### src/rtl/dmem_port_arbiter.sv
// Data-memory port arbiter: core (m0) has priority, loader (m1) gets a
// starvation-bounded slot and may lock the port for short bursts.
module dmem_port_arbiter #(
    parameter int AW       = 32,
    parameter int DW       = 32,
    parameter int MAX_WAIT = 4,
    parameter int MAX_LOCK = 8
) (
    input  logic          clk,
    input  logic          reset,
    input  logic          m0_req,
    input  logic          m0_we,
    input  logic [AW-1:0] m0_addr,
    input  logic [DW-1:0] m0_wdata,
    output logic          m0_gnt,
    output logic          m0_rvalid,
    output logic [DW-1:0] m0_rdata,
    output logic          core_stall,
    input  logic          m1_req,
    input  logic          m1_lock,
    input  logic          m1_we,
    input  logic [AW-1:0] m1_addr,
    input  logic [DW-1:0] m1_wdata,
    output logic          m1_gnt,
    output logic          m1_rvalid,
    output logic [DW-1:0] m1_rdata,
    output logic          mem_en,
    output logic          mem_we,
    output logic [AW-1:0] mem_addr,
    output logic [DW-1:0] mem_wdata,
    input  logic [DW-1:0] mem_rdata
);

    localparam int WW = $clog2(MAX_WAIT + 1);
    localparam int LW = $clog2(MAX_LOCK + 1);

    typedef enum logic {
        ARB,
        LOCKED
    } state_t;

    state_t        state;
    logic [WW-1:0] wait_cnt;
    logic [LW-1:0] lock_cnt;
    logic          rd_pend;
    logic          rd_owner;
    logic [DW-1:0] m0_rdata_q;
    logic [DW-1:0] m1_rdata_q;
    logic          wait_full;
    logic          lock_last;

    assign wait_full = (wait_cnt == WW'(MAX_WAIT));
    // lock_cnt counts burst grants already given; this grant is number lock_cnt+1
    assign lock_last = (lock_cnt == LW'(MAX_LOCK - 1));

    always_comb begin
        m0_gnt = 1'b0;
        m1_gnt = 1'b0;
        if (reset) begin
            if (state == LOCKED && m1_req) begin
                m1_gnt = 1'b1;
            end else if (state == ARB && m1_req && (!m0_req || wait_full)) begin
                m1_gnt = 1'b1;
            end else begin
                m0_gnt = m0_req;
            end
        end
    end

    always_comb begin
        mem_en    = m0_gnt | m1_gnt;
        mem_we    = 1'b0;
        mem_addr  = '0;
        mem_wdata = '0;
        if (m1_gnt) begin
            mem_we    = m1_we;
            mem_addr  = m1_addr;
            mem_wdata = m1_wdata;
        end else if (m0_gnt) begin
            mem_we    = m0_we;
            mem_addr  = m0_addr;
            mem_wdata = m0_wdata;
        end
    end

    assign core_stall = reset & m0_req & ~m0_gnt;

    assign m0_rvalid = reset & rd_pend & ~rd_owner;
    assign m1_rvalid = reset & rd_pend & rd_owner;
    assign m0_rdata  = m0_rvalid ? mem_rdata : m0_rdata_q;
    assign m1_rdata  = m1_rvalid ? mem_rdata : m1_rdata_q;

    always_ff @(posedge clk) begin
        if (!reset) begin
            state      <= ARB;
            wait_cnt   <= '0;
            lock_cnt   <= '0;
            rd_pend    <= 1'b0;
            rd_owner   <= 1'b0;
            m0_rdata_q <= '0;
            m1_rdata_q <= '0;
        end else begin
            rd_pend  <= mem_en & ~mem_we;
            rd_owner <= m1_gnt;
            if (m0_rvalid) m0_rdata_q <= mem_rdata;
            if (m1_rvalid) m1_rdata_q <= mem_rdata;

            if (m1_req && !m1_gnt) begin
                wait_cnt <= wait_full ? wait_cnt : wait_cnt + WW'(1);
            end else begin
                wait_cnt <= '0;
            end

            unique case (state)
                ARB: begin
                    if (m1_gnt && m1_lock && MAX_LOCK > 1) begin
                        state    <= LOCKED;
                        lock_cnt <= LW'(1);
                    end
                end
                LOCKED: begin
                    if (!m1_gnt || !m1_lock || lock_last) begin
                        state    <= ARB;
                        lock_cnt <= '0;
                    end else begin
                        lock_cnt <= lock_cnt + LW'(1);
                    end
                end
            endcase
        end
    end

endmodule
### config.mk
export PLATFORM = sky130hd
export DESIGN_NAME = dmem_port_arbiter
export DESIGN_NICKNAME = d
export VERILOG_FILES = /design/src/rtl/dmem_port_arbiter.sv
export SDC_FILE = /design/constraint.sdc
export NUM_CORES = 1
export LEC_CHECK = 0
export ABC_CLOCK_PERIOD_IN_PS = 3700
export BUFFER_PORTS_ARGS = -buffer_cell sky130_fd_sc_hd__buf_4
export CAP_MARGIN = 40
export CORE_AREA = 2 2 119 121
export DETAILED_ROUTE_END_ITERATION = 10
export DIE_AREA = 0 0 121 123
export SETUP_SLACK_MARGIN = 0.15
export SYNTH_ARGS = -nofsm -noshare
export SYNTH_HDL_FRONTEND = slang
export SYNTH_SLANG_ARGS = --single-unit
export TNS_END_PERCENT = 5
### constraint.sdc
create_clock -name clk -period 3.7 [get_ports clk]
set_input_delay 0.74 -clock clk [delete_from_list [all_inputs] [get_ports clk]]
set_output_delay 0.74 -clock clk [all_outputs]
set_load 0.01 [all_outputs]
# == Word-level counts from Yosys, hierarchy flattened ==
# Index checks and enable logic that the tools add are counted.
# word_totals
regBits,74
input_bits,167
out_inout_bits,135
elab_cells,55
# classes
reduce_logical,12
addsub,2
muxes,20
n_bitwise,11
eq_ne,3
# ops
operator,n
two-way mux 32 bit,6
two-way mux 1 bit,10
two-way mux 4 bit,2
case mux 4 bit (2 select lines),1
AND 1 bit,6
logical AND 1 bit,5
adder 4 x 1 -> 4 bit (second input constant),1
equality test 4 x 3 -> 1 bit (second input constant),1
NOT 1 bit,4
adder 3 x 1 -> 3 bit (second input constant),1
equality test 3 bit (second input constant),1
logical NOT 1 bit,3
logical OR 1 bit,3
!= test 2 x 1 -> 1 bit (second input constant),1
case mux 1 bit (2 select lines),1
AND reduction 2 bit,1
bitwise OR 1 bit,1

# == Longest topological paths before layout ==
# Gate-level depths: netlist (run 1).
# depth
ltp_word,11
ltp_mapped,7
ltp_nobuf,5

# == Least setup slack after synthesis (run 1) ==
# Ideal clock, no wire load.
# synth_path
path_kind,input-to-output
from,input port reset
to,output port mem_addr[0]
setup_slack_ns,1.382
t_required_ns,2.960
t_arrival_ns,1.578
stages,6
path_buffers,3
path_cell_list,buf_4 > nand2_1 > a21oi_2 > buf_4 > buf_6 > a22o_1
# synth_via
elab_chain_len,3
word_cells_on_any_way,4
classes_between,mux (4)
# synth_lines
element,line_no,source
"start, declared",10,"input logic reset,"
two-way mux 1 bit,59,if (reset) begin
two-way mux 32 bit,79,end else if (m0_gnt) begin
two-way mux 32 bit *,75,if (m1_gnt) begin
"end, declared",29,"output logic [AW-1:0] mem_addr,"
# Mark *: on every way between the ends. The rest lies on a longest branch, timed or not.

# == Worst setup path after layout (run 1) ==
# layout_path
from,input port reset
to,output port mem_wdata[3]
# layout_via
elab_chain_len,3
word_cells_on_any_way,4
classes_between,mux (4)
# layout_lines
element,line_no,source
two-way mux 1 bit,59,
two-way mux 32 bit,79,
two-way mux 32 bit *,75,
"end, declared",30,"output logic [DW-1:0] mem_wdata,"
# Marked as above.

==> impl_metrics.yaml, run 1 <==
yosys:
  syn_nets: 514
  yosysSeqAreaShare: 0.375
  synth_top_cell_by_area: "dfxtp_1"
  yosys_warnings: 0
  synth_ff_type: "dfxtp_1"
  syn_area_sq_um: 3960
  synth_cell_types: 33
  ys_ff_latch: 74
  synth_top_cell_area_share: 0.375
  syn_area_per_cell_sq_um: 11.5
  async_flop_share: 0
  synthTopCellsByArea: "dfxtp_1, mux2_4, a22o_1"
  synthCells: 344
  synth_edf_count: 0
routing:
  num_vias: 3694
  wl_per_cell_um: 16.2
  wl_met3_um: 1210
  highest_layer: "met4"
  post_drt_via_cell_ratio: 4.53
  drt-met1-wl_um: 5550
  wirelength_um: 13200
  drc: 0
  ant_nets: 0
  route.met2.wl_um: 6400
  drt_iter0_markers: 72
  first_pass_iters: 4
global_route:
  antenna_found_initial: 0
  grt.total_usage: 0.163
  overflow: 0
  grt_max_degree: 68
  grt_pass1_wl_um: 19100
  grt_pass1_vias: 3667
clock_tree:
  cts.sinks: 74
  cts_setup_buffers: 0
  cts_made_buffers: 9
  cts_tree: "yes"
  hold_buffers: 0
  clkLatencyLatePin_ns: 0.33
  h-tree-depth: 3
  cts.repair.resized: 0
  cts_root_buffer: "clkbuf_16"
  clockBufferDepth: 2
  clk_pin_slew_worst_paths_ns: 0.06
min_path:
  whs_path_depth: 2
  hold_class: "flip-flop to flip-flop"
layout:
  syn2layout_area_growth_pct: 66.6
  fin_nets: 800
  fin_cells: 815
  layout_commonest_cell: "buf_4"
  antenna_cells: 0
  drive_gt1_frac: 0.616
  layout_common_cells: "buf_4, dfxtp_1, a22o_1, and2_1, mux2_4"
worst_setup_path:
  end_kind: "output pin"
  criticalPathCategory: "input pin to output pin"
  cp-start-kind: "input pin"
  cp_max_fo: 67
  reg2reg_depth: 6
  crit_required_ns: 2.96
  arrival_ns: 2.45
  rrSetupSlack_ns: 1.74
status:
  status: "finished clean"
placed_design:
  post-place-ws_ns: 0.490
  dp_cells: 799
  port_buffers: 301
  place.gp.congestion: 0.739
  dp_hpwl_um: 10300
floorplanning:
  rows: 43
  die_h_um: 123
  die-area_sq_um: 14900
  io_pins: 302
  die-width_um: 121
  initial_core_util: 0.291
  core_region_area_sq_um: 13600
power_and_ir_drop:
  p_leak_nw: 3.48
  power.density_nw_per_um2: 344
  ir_worst_vdd_mv: 0.274
sta:
  maxSlewViolCount: 0
  clock.fmax_mhz: 314
  worst_slew_pin_slew_ns: 0.690
  fin_crit_ns: 3.19
  hold_viol_final: 0
  relSlewSlack: 0.540
  tns_ns: 0
  layout_setup_ws_ns: 0.514
  finClkSkew_ns: 0.00592
  fin_crit_sh: 0.861
  rsz0062_at_grt: "no"
  setup_viol: 0
flow_run:
  max_cap_violations: 0
==> worst max-delay path, stage by stage <==
cell and delay (ns):
buf_4 0.35, nand2_1 0.18, a21oi_4 0.13, buf_4 0.57, a22o_1 0.29, buf_4 0.15
==> registers in the layout, summed over array words and instances (netlist names) <==
register,flops
rd_owner,1
rd_pend,1
m1_rdata_q,32
wait_cnt,3
m0_rdata_q,32
state,1
lock_cnt,4
==> power by group <==
group          switching, mW  internal (mW)
Sequential           0.00795          0.817
Combinational          0.195          0.299
Clock                  0.336          0.610
Total                  0.539           1.73
==> synthesized netlist by cell type (3+ instances only) <==
library cell,count
clkbuf_1,6
inv_1,7
mux2_2,6
dfxtp_1,74
buf_2,8
and3_1,3
buf_4,3
and2_1,64
mux2_4,58
buf_6,12
ha_1,3
nand3_1,5
a22o_1,65
nor2_1,5
==> area by class of cell <==
type	count	area (sq um)
Clock buffer	10	239
Tap cell	180	225
Clock inverter	6	88.8
Sequential cell	74	1480
Timing Repair Buffer	304	2290
Fill cell	1256	7020
Multi-Input combinational cell	234	2230
Inverter	7	26.3
==> layer usage <==
layer | vias to the layer above | track usage
met5 | - | 0
li1 | 1819 | -
met2 | 154 | 0.262
met4 | 0 | 0.0283
met1 | 1715 | 0.210
met3 | 6 | 0.0641
==> kinds of logic (layout without fill, tap and decap cells) <==
group / count (synthesis) / count (layout) / synth area share
AO/OA/AOI/OAI: 80 / 80 / 0.176
flip-flops: 74 / 74 / 0.375
buffers and inverters: 36 / 327 / 0.0623
adder cells (fa/ha/maj): 3 / 3 / 0.00949
AND/OR/NAND/NOR: 85 / 85 / 0.136
multiplexers: 66 / 66 / 0.242
==> worst paths after layout <==
| check | start | end |
|---|---|---|
| max | reset | mem_wdata[3] |
| min | lock_cnt[1] | lock_cnt[1] |
| max reg2reg | wait_cnt[0] | rd_pend |
| min reg2reg | lock_cnt[1] | lock_cnt[1] |
==> through the flow <==
stage	util	cell area (sq um)	hold slack [ns]	power (mW)
6_report	0.484	6590	0.504	2.26
2_1_floorplan	-	3960	0.470	1.06
4_1_cts	0.484	6590	0.506	2.30
3_5_place_dp	0.460	6260	0.490	1.34
3_3_place_gp	0.460	6260	0.483	1.34
5_1_grt	0.484	6590	0.530	2.37
Note: power is estimated with default switching activity, not from simulation.
==> inputs of run 2 (changes only) <==
--- a/config.mk
+++ b/config.mk
@@ -5,7 +5,7 @@
 export SDC_FILE = /design/constraint.sdc
 export NUM_CORES = 1
 export LEC_CHECK = 0
-export ABC_CLOCK_PERIOD_IN_PS = 3700
+export ABC_CLOCK_PERIOD_IN_PS = 3100
 export BUFFER_PORTS_ARGS = -buffer_cell sky130_fd_sc_hd__buf_4
 export CAP_MARGIN = 40
 export CORE_AREA = 2 2 119 121
==> constraint.sdc (replaced) <==
create_clock -name clk -period 3.1 [get_ports clk]
set_input_delay 0.62 -clock clk [delete_from_list [all_inputs] [get_ports clk]]
set_output_delay 0.62 -clock clk [all_outputs]
set_load 0.01 [all_outputs]
==> impl_metrics.yaml, run 2 (synthesized netlist as in run 1, its figures left out) <==
status:
  status: "finished clean"
global_route:
  antenna_found_initial: 0
  grt_pass1_wl_um: 18900
  grt.total_usage: 0.161
  grt_pass1_vias: 3595
  overflow: 0
  grt_max_degree: 68
sta:
  layout_setup_ws_ns: 0.330
  setup_viol: 0
  worst_slew_pin_slew_ns: 0.707
  fin_crit_ns: 2.77
  rsz0062_at_grt: "no"
  clock.fmax_mhz: 361
  finClkSkew_ns: 0.00691
  hold_viol_final: 0
  tns_ns: 0
  fin_crit_sh: 0.893
  relSlewSlack: 0.528
  timing.hold.ws_ns: 0.504
  maxSlewViolCount: 0
worst_setup_path:
  cp-start-kind: "input pin"
  crit_family: "simple AND/OR/NAND/NOR gates"
  crit_buf_inv: 2
  max_stage_delay_ns: 0.59
  criticalPathCategory: "input pin to output pin"
  arrival_ns: 2.15
  crit_chain: "buf_4, nand3_4, mux2_4, buf_4"
  cp_max_fo: 33
  crit_slowest_cell: "nand3_4"
  end_kind: "output pin"
  cp_common_cell: "buf_4"
  crit_required_ns: 2.48
layout:
  drive_gt1_frac: 0.616
  antenna_cells: 0
  top_regs: "m0_rdata_q x32, m1_rdata_q x32, lock_cnt x4"
  fin_nets: 802
  syn2layout_area_growth_pct: 66.2
  finish.instance_area_sq_um: 6570
  final_core_util: 0.483
  layout_commonest_cell: "buf_4"
  n_fill_cell: 1273
  layout_common_cells: "buf_4, dfxtp_1, a22o_1, and2_1, mux2_4"
  fin_cells: 816
routing:
  drt_iter0_markers: 144
  wirelength_um: 13300
  num_vias: 3741
  wl_per_cell_um: 16.3
  first_pass_iters: 4
  drc: 0
  ant_nets: 0
  post_drt_via_cell_ratio: 4.58
floorplanning:
  rows: 43
  io_pins: 302
  die-width_um: 121
  initial_core_util: 0.291
  die-area_sq_um: 14900
  core_region_area_sq_um: 13600
  die_h_um: 123
clock_tree:
  cts_made_buffers: 9
  cts_setup_buffers: 0
  cts_root_buffer: "clkbuf_16"
  clkLatencyLatePin_ns: 0.32
  clockBufferDepth: 2
  h-tree-depth: 3
  clk_pin_slew_worst_paths_ns: 0.06
  cts_tree: "yes"
  cts.sinks: 74
  hold_buffers: 0
power_and_ir_drop:
  power.density_nw_per_um2: 395
  ir_worst_vdd_mv: 0.297
  p_total_mw: 2.60
  p_leak_nw: 3.48
min_path:
  hold_class: "flip-flop to flip-flop"
placed_design:
  place_area_sq_um: 6280
  place.gp.congestion: 0.695
  port_buffers: 301
  dp_cells: 801
  dp_hpwl_um: 10200
  post-place-ws_ns: 0.302
flow_run:
  max_cap_violations: 0
## run 2: timing repair
item,4_1_cts,5_1_grt
gates resized for setup,0,1
setup endpoints to repair,0,3
hold endpoints to repair,0,0
## run 2: path summary, 6_finish.rpt
path	from	endpoint	slack, ns	depth (start not counted)
max	reset	m1_rdata[17]	0.33	4
min	lock_cnt[1]	lock_cnt[1]	0.50	2
min reg2reg	lock_cnt[1]	lock_cnt[1]	0.50	2
max reg2reg	rd_pend	m1_rdata_q[7]	1.33	3
## run 2: power by group
part           switching [mW]  total, mW  internal [mW]
logic                   0.234      0.593          0.359
registers             0.00990      0.986          0.976
clock network           0.398       1.02          0.621
total                   0.642       2.60           1.96
## run 2: per-layer routing
layer	share of wire	wire length [um]	up-vias	GRT usage
met1	0.43	5680	1757	0.212
li1	-	-	1819	-
met5	0	0	-	0
met2	0.47	6270	157	0.251
met3	0.093	1240	8	0.0660
met4	0.0059	78	0	0.0240
## run 2: layout make-up
class | count | area (sq um) | share of cell area
timing repair buffer | 306 | 2310 | 0.352
sequential | 74 | 1480 | 0.225
tap | 180 | 225 | 0.0343
clock inverter | 6 | 67.6 | 0.0103
inverter | 7 | 26.3 | 0.00400
clock buffer | 9 | 225 | 0.0343
multi-input combinational | 234 | 2230 | 0.340
## run 2: worst reg2reg max path, delay by kind of cell, from the launching register on
kind / cells / cell delay (ns)
flops: 1 / 0.41
mux: 1 / 0.53
simple gates: 2 / 0.72
